--- config.mk ---
export PLATFORM = sky130hd
export DESIGN_NAME = ramarb_flat
export DESIGN_NICKNAME = d
export VERILOG_FILES = /design/src/rtl/ramarb_if.sv /design/src/rtl/ramarb.sv /design/src/flat_wrapper.sv
export SDC_FILE = /design/constraint.sdc
export NUM_CORES = 1
export LEC_CHECK = 0
export ABC_AREA = 1
export BUFFER_PORTS_ARGS = -buffer_cell sky130_fd_sc_hd__buf_2
export CELL_PAD_IN_SITES_DETAIL_PLACEMENT = 1
export CELL_PAD_IN_SITES_GLOBAL_PLACEMENT = 1
export CORE_AREA = 2 2 130 132
export CTS_CLUSTER_DIAMETER = 80
export DETAILED_ROUTE_END_ITERATION = 12
export DIE_AREA = 0 0 132 134
export GPL_ROUTABILITY_DRIVEN = 1
export PLACE_DENSITY_LB_ADDON = 0.1
export SYNTH_ARGS = -nofsm -noshare
export SYNTH_HDL_FRONTEND = slang
export SYNTH_SLANG_ARGS = --single-unit
--- constraint.sdc ---
create_clock -name clk -period 2.2 [get_ports clk]
set_input_delay 0.22 -clock clk [delete_from_list [all_inputs] [get_ports clk]]
set_output_delay 0.22 -clock clk [all_outputs]
set_load 0.02 [all_outputs]
--- src/rtl/ramarb_if.sv ---
// Command/response/RAM-port bundle between requesters, the ramarb block and its distributed RAM.
interface ramarb_if #(
  parameter int NR = 4,
  parameter int DW = 32,
  parameter int AW = 6
);
  logic              clear;
  logic              busy;
  logic [NR-1:0]     req_valid;
  logic [NR-1:0]     req_we;
  logic [NR*AW-1:0]  req_addr;
  logic [NR*DW-1:0]  req_din;
  logic [NR-1:0]     req_ready;
  logic [NR-1:0]     rsp_valid;
  logic [DW-1:0]     rsp_dout;
  logic              mem_we;
  logic [AW-1:0]     mem_addr;
  logic [DW-1:0]     mem_din;
  logic [DW-1:0]     mem_dout;

  modport slave (
    input  clear, req_valid, req_we, req_addr, req_din, mem_dout,
    output busy, req_ready, rsp_valid, rsp_dout, mem_we, mem_addr, mem_din
  );

  modport master (
    output clear, req_valid, req_we, req_addr, req_din, mem_dout,
    input  busy, req_ready, rsp_valid, rsp_dout, mem_we, mem_addr, mem_din
  );
endinterface

--- src/rtl/ramarb.sv ---
// Round-robin sharing of one single-port distributed RAM among NR requesters,
// with a zero-fill sequencer since the RAM itself has no reset.
module ramarb #(
  parameter int NR   = 4,
  parameter int DW   = 32,
  parameter int AW   = 6,
  parameter bit INIT = 1'b1
)(
  input  logic     clk,
  input  logic     nreset,
  ramarb_if.slave  bus
);
  localparam int PW = (NR > 1) ? $clog2(NR) : 1;

  typedef enum logic {S_CLEAR, S_RUN} state_e;
  localparam state_e S_RST = INIT ? S_CLEAR : S_RUN;

  state_e         state_q, state_d;
  logic [AW-1:0]  cnt_q, cnt_d;
  logic [PW-1:0]  ptr_q, ptr_d;
  logic [NR-1:0]  rsp_valid_q, rsp_valid_d;
  logic [DW-1:0]  rsp_dout_q, rsp_dout_d;

  logic           arb_en;
  logic [NR-1:0]  gnt;
  logic [PW-1:0]  gidx;
  logic           any_gnt;
  logic           g_we;
  logic [AW-1:0]  g_addr;
  logic [DW-1:0]  g_din;
  logic [NR-1:0]  rd_acc;

  assign arb_en = (state_q == S_RUN) && !bus.clear;

  // Search from ptr upward (mod NR); first valid requester wins.
  always_comb begin
    logic [PW:0]   sum;
    logic [PW-1:0] idx;
    gnt     = '0;
    gidx    = '0;
    any_gnt = 1'b0;
    sum     = '0;
    idx     = '0;
    for (int k = 0; k < NR; k++) begin
      sum = {1'b0, ptr_q} + (PW+1)'(k);
      if (sum >= (PW+1)'(NR)) sum = sum - (PW+1)'(NR);
      idx = sum[PW-1:0];
      if (arb_en && !any_gnt && bus.req_valid[idx]) begin
        gnt[idx] = 1'b1;
        gidx     = idx;
        any_gnt  = 1'b1;
      end
    end
  end

  always_comb begin
    g_we   = 1'b0;
    g_addr = '0;
    g_din  = '0;
    for (int k = 0; k < NR; k++) begin
      if (gnt[k]) begin
        g_we   = bus.req_we[k];
        g_addr = bus.req_addr[k*AW +: AW];
        g_din  = bus.req_din[k*DW +: DW];
      end
    end
  end

  assign rd_acc      = gnt & ~bus.req_we;
  assign rsp_valid_d = rd_acc;
  assign rsp_dout_d  = (|rd_acc) ? bus.mem_dout : rsp_dout_q;

  // State register
  always_ff @(posedge clk or negedge nreset) begin
    if (!nreset) begin
      state_q     <= S_RST;
      cnt_q       <= '0;
      ptr_q       <= '0;
      rsp_valid_q <= '0;
      rsp_dout_q  <= '0;
    end else begin
      state_q     <= state_d;
      cnt_q       <= cnt_d;
      ptr_q       <= ptr_d;
      rsp_valid_q <= rsp_valid_d;
      rsp_dout_q  <= rsp_dout_d;
    end
  end

  // Next state
  always_comb begin
    state_d = state_q;
    cnt_d   = cnt_q;
    ptr_d   = ptr_q;
    case (state_q)
      S_CLEAR: begin
        cnt_d = cnt_q + 1'b1;
        if (cnt_q == '1) state_d = S_RUN;
      end
      default: begin
        if (bus.clear) begin
          state_d = S_CLEAR;
          cnt_d   = '0;
        end else if (any_gnt) begin
          ptr_d = (gidx == PW'(NR-1)) ? '0 : gidx + 1'b1;
        end
      end
    endcase
  end

  // Outputs
  always_comb begin
    bus.busy      = 1'b0;
    bus.req_ready = '0;
    bus.mem_we    = 1'b0;
    bus.mem_addr  = '0;
    bus.mem_din   = '0;
    case (state_q)
      S_CLEAR: begin
        bus.busy     = 1'b1;
        bus.mem_we   = 1'b1;
        bus.mem_addr = cnt_q;
      end
      default: begin
        bus.req_ready = gnt;
        bus.mem_we    = g_we;
        bus.mem_addr  = g_addr;
        bus.mem_din   = g_din;
      end
    endcase
  end

  assign bus.rsp_valid = rsp_valid_q;
  assign bus.rsp_dout  = rsp_dout_q;
endmodule

--- src/flat_wrapper.sv ---
// flat-port wrapper written by rule: the top's interface ports become plain ports
module ramarb_flat 
#(
  parameter int NR   = 4,
  parameter int DW   = 32,
  parameter int AW   = 6,
  parameter bit INIT = 1'b1
)
  (clk, nreset, bus_clear, bus_req_valid, bus_req_we, bus_req_addr, bus_req_din, bus_mem_dout, bus_busy, bus_req_ready, bus_rsp_valid, bus_rsp_dout, bus_mem_we, bus_mem_addr, bus_mem_din);
  ramarb_if #(.NR(NR), .DW(DW), .AW(AW)) bus_i ();
  input  logic clk;
  input  logic nreset;
  input wire logic [$bits(bus_i.clear)-1:0] bus_clear;
  input wire logic [$bits(bus_i.req_valid)-1:0] bus_req_valid;
  input wire logic [$bits(bus_i.req_we)-1:0] bus_req_we;
  input wire logic [$bits(bus_i.req_addr)-1:0] bus_req_addr;
  input wire logic [$bits(bus_i.req_din)-1:0] bus_req_din;
  input wire logic [$bits(bus_i.mem_dout)-1:0] bus_mem_dout;
  output wire logic [$bits(bus_i.busy)-1:0] bus_busy;
  output wire logic [$bits(bus_i.req_ready)-1:0] bus_req_ready;
  output wire logic [$bits(bus_i.rsp_valid)-1:0] bus_rsp_valid;
  output wire logic [$bits(bus_i.rsp_dout)-1:0] bus_rsp_dout;
  output wire logic [$bits(bus_i.mem_we)-1:0] bus_mem_we;
  output wire logic [$bits(bus_i.mem_addr)-1:0] bus_mem_addr;
  output wire logic [$bits(bus_i.mem_din)-1:0] bus_mem_din;
  assign bus_i.clear = bus_clear;
  assign bus_i.req_valid = bus_req_valid;
  assign bus_i.req_we = bus_req_we;
  assign bus_i.req_addr = bus_req_addr;
  assign bus_i.req_din = bus_req_din;
  assign bus_i.mem_dout = bus_mem_dout;
  assign bus_busy = bus_i.busy;
  assign bus_req_ready = bus_i.req_ready;
  assign bus_rsp_valid = bus_i.rsp_valid;
  assign bus_rsp_dout = bus_i.rsp_dout;
  assign bus_mem_we = bus_i.mem_we;
  assign bus_mem_addr = bus_i.mem_addr;
  assign bus_mem_din = bus_i.mem_din;
  ramarb #(.NR(NR), .DW(DW), .AW(AW), .INIT(INIT)) u_core (.clk(clk), .nreset(nreset), .bus(bus_i));
endmodule
==> reports/qor.yml <==
status:
  status: "finished with violations"
  violations: "setup timing"
place:
  port_buffers: 274
  hpwl_um: 14200
  gp_congestion: 0.859
  pre_cts_ws_ns: -0.321
clocking:
  clockBufferDepth: 2
  clock_sinks: 45
  root_buffer: "clkbuf_16"
  cts_made_buffers: 5
  clkTransAtPathRegs_ns: 0.06
  htreeDepth: 2
  insertion_delay_ns: 0.28
  cts_tree: "done"
logic_synthesis:
  synth_nets: 839
  synth_enable_flop_cells: 0
  syn_avg_cell_area_um2: 6.04
  ys_types: 29
  synth_async_sr_flop_share_pct: 100
  synth_warnings: 0
  ys_ff_latch: 45
  synth_ff_type: "dfrtp_1"
  synth_area_um2: 3840
  ys_seq_area_share_pct: 29.3
  synth_cells: 636
sta:
  hold_violations: 0
  setup_violations: 75
  slew_headroom_pct: 68.1
  finalWorstSetupSlack_ns: -0.493
  max_freq_ghz: 0.371
  tightestPinTransition_ns: 0.479
  finalMaxSlewViolations: 0
  period_share_pct: 122
  clock_skew_ns: 0.00570
  rsz0062_at_grt: "true"
  finalCriticalPeriod_ns: 2.69
setup_path:
  criticalPathCategory: "flip-flop to output pin"
  max_stage_delay_ns: 0.43
  path_delay_family: "simple AND/OR/NAND/NOR gates"
  start_kind: "flip-flop"
  crit_slowest_cell: "dfrtp_2"
  critPathBufInv: 5
  cp_data_required_time_ns: 1.98
  reg2reg_depth: 19
  crit_path_end: "bus_mem_din[29]"
  reg2reg_from: "u_core.ptr_q[0]"
  cp.arrival_ns: 2.47
  path_max_fanout: 9
  path_cells: "buf_6 > nand2_1 > nand3_2 > nand3_2 > inv_2 > nand2_1 > nand2_2 > nor2_4 > nand2_8 > buf_12 > buf_16 > a21oi_1 > nand2_1 > nand2_1 > nand2_2 > buf_4"
  critPathLaunch: "u_core.ptr_q[0]"
  end_kind: "output pin"
  r2r-end: "u_core.bus.rsp_dout[1]"
  critical_path_depth: 16
  rrSetupSlack_ns: -0.38
  cp_common_cell: "nand2_1"
floorplan:
  die_area_um2: 17700
  rows: 47
  die_w_um: 132
  start_util_pct: 23.6
  die_y_um: 134
  ios: 275
  core_area_um2: 16300
global_routing:
  grt_pass1_vias: 5730
  grt_max_degree: 38
  grt_usage_pct: 20.9
  antenna_found_initial: 2
  grt_remaining_overflow: 0
  grt_pass1_wl_um: 30100
final_layout:
  drive_gt1_share_pct: 50.4
  nets: 1152
  ff_latch_area_um2: 1130
  final_common_cell: "buf_2"
  nFillCells: 2138
  synthToLayoutAreaGrowth_pct: 83.7
  final_cell_mix: "buf_2, nand2_1, nor2_1"
  multi_input_area_um2: 2770
  antenna_cells: 0
hold_path:
  min_from: "bus_mem_dout[19]"
  hp-class: "input pin to flip-flop"
route:
  routedWlPerCell_um: 16.5
  via_count: 5337
  drc: 0
  ant_nets: 0
  drt-initial-drc-count: 152
  first_pass_iters: 5
  drt_wl_total_um: 19300
  vias_per_cell: 4.56
job:
  maxCapViolCount: 0
power:
  p_total_mw: 5.16
  p_leak_nw: 4.03
  powerDensity_nw_per_um2: 732
  ir_drop_v: 0.000459
[state kept, by name (all words and copies together), names as in the netlist]
name                  flops
u_core.state_q            1
u_core.bus.rsp_valid      4
u_core.ptr_q              2
u_core.cnt_q              6
u_core.bus.rsp_dout      32
[worst min-delay path by stage]
stage	end	slack, ns	depth (start not counted)
floorplan	u_core.bus.rsp_dout[0]	-0.08	0
global placement	u_core.bus.rsp_dout[18]	0.08	1
detailed placement	u_core.bus.rsp_dout[14]	0.08	1
CTS	u_core.bus.rsp_dout[19]	0.14	3
global route	u_core.bus.rsp_dout[24]	0.14	3
finish	u_core.bus.rsp_dout[19]	0.14	3
[per-stage QoR]
step | util [%] | instance area [um2] | std cells | hold slack (ns) | setup TNS (ns)
6_report | 43.3 | 7050 | 1170 | 0.136 | -28.31
5_1_grt | 43.3 | 7050 | 1170 | 0.143 | -39.62
4_1_cts | 41.6 | 6780 | 1163 | 0.139 | -27.72
3_5_place_dp | 36.1 | 5880 | 1135 | 0.0824 | -18.85
3_3_place_gp | 36.1 | 5880 | 1135 | 0.0820 | -11.75
2_1_floorplan | - | 3990 | 636 | -0.0756 | -1.64
[tightest hold or removal path, stage by stage]
cell     delay, ns
buf_2         0.07
o21ai_1       0.05
nand2_1       0.05
[synthesized netlist by cell type, types with 4 or more instances]
| cell | number | area share, % |
|---|---|---|
| nor2_1 | 90 | 8.8 |
| buf_4 | 7 | 1.4 |
| a22oi_1 | 4 | 0.78 |
| o21ai_0 | 9 | 1.2 |
| buf_6 | 5 | 1.5 |
| ha_1 | 8 | 2.6 |
| nand2_2 | 9 | 1.5 |
| a21oi_1 | 46 | 6.0 |
| inv_1 | 27 | 2.6 |
| buf_2 | 20 | 2.6 |
| nand2_1 | 254 | 25 |
| o21ai_1 | 26 | 3.4 |
| nand3_1 | 53 | 6.9 |
| inv_2 | 6 | 0.59 |
| dfrtp_1 | 45 | 29 |
[cell type report]
| class | instances | area share [%] |
|---|---|---|
| clock buffers | 7 | 2.16 |
| repair buffers | 343 | 36.5 |
| well taps | 220 | 3.90 |
| flip-flops and latches | 45 | 16.0 |
| inverters | 34 | 2.13 |
| multi-input cells | 520 | 39.2 |
| clock inverters | 1 | 0.124 |
[metal layers]
metal / vias to the layer above / routed length (um) / GRT usage (%)
li1: 2645 / - / -
met1: 2513 / 8140 / 25.8
met2: 163 / 10100 / 39.1
met3: 14 / 965 / 3.85
met4: 2 / 148 / 2.36
met5: - / 13 / 0
[power breakdown]
part / internal, mW / switching (mW) / total, mW
sequential: 1.17 / 0.214 / 1.38
clock: 0.487 / 0.309 / 0.796
combinational: 1.23 / 1.75 / 2.98
total: 2.88 / 2.27 / 5.16
[repair_timing]
action	4_1_cts	5_1_grt
endpoints found under the setup margin	75	75
hold endpoints to repair	8	0
gates resized for setup	108	58
hold buffers	1	0
gates cloned	10	1
setup buffers	9	7
pin swaps	17	7
[cells by family (layout without fill, tap and decap cells)]
group | Yosys count | in the layout | share of synthesized area (%)
DFF | 45 | 45 | 29.3
and+or+nand+nor | 423 | 423 | 46.7
adders and majority gates | 8 | 8 | 2.61
AOI/OAI and AO/OA | 89 | 89 | 12.0
buffers and inverters | 71 | 385 | 9.32
No activity file was read; power rests on OpenSTA's default activity.
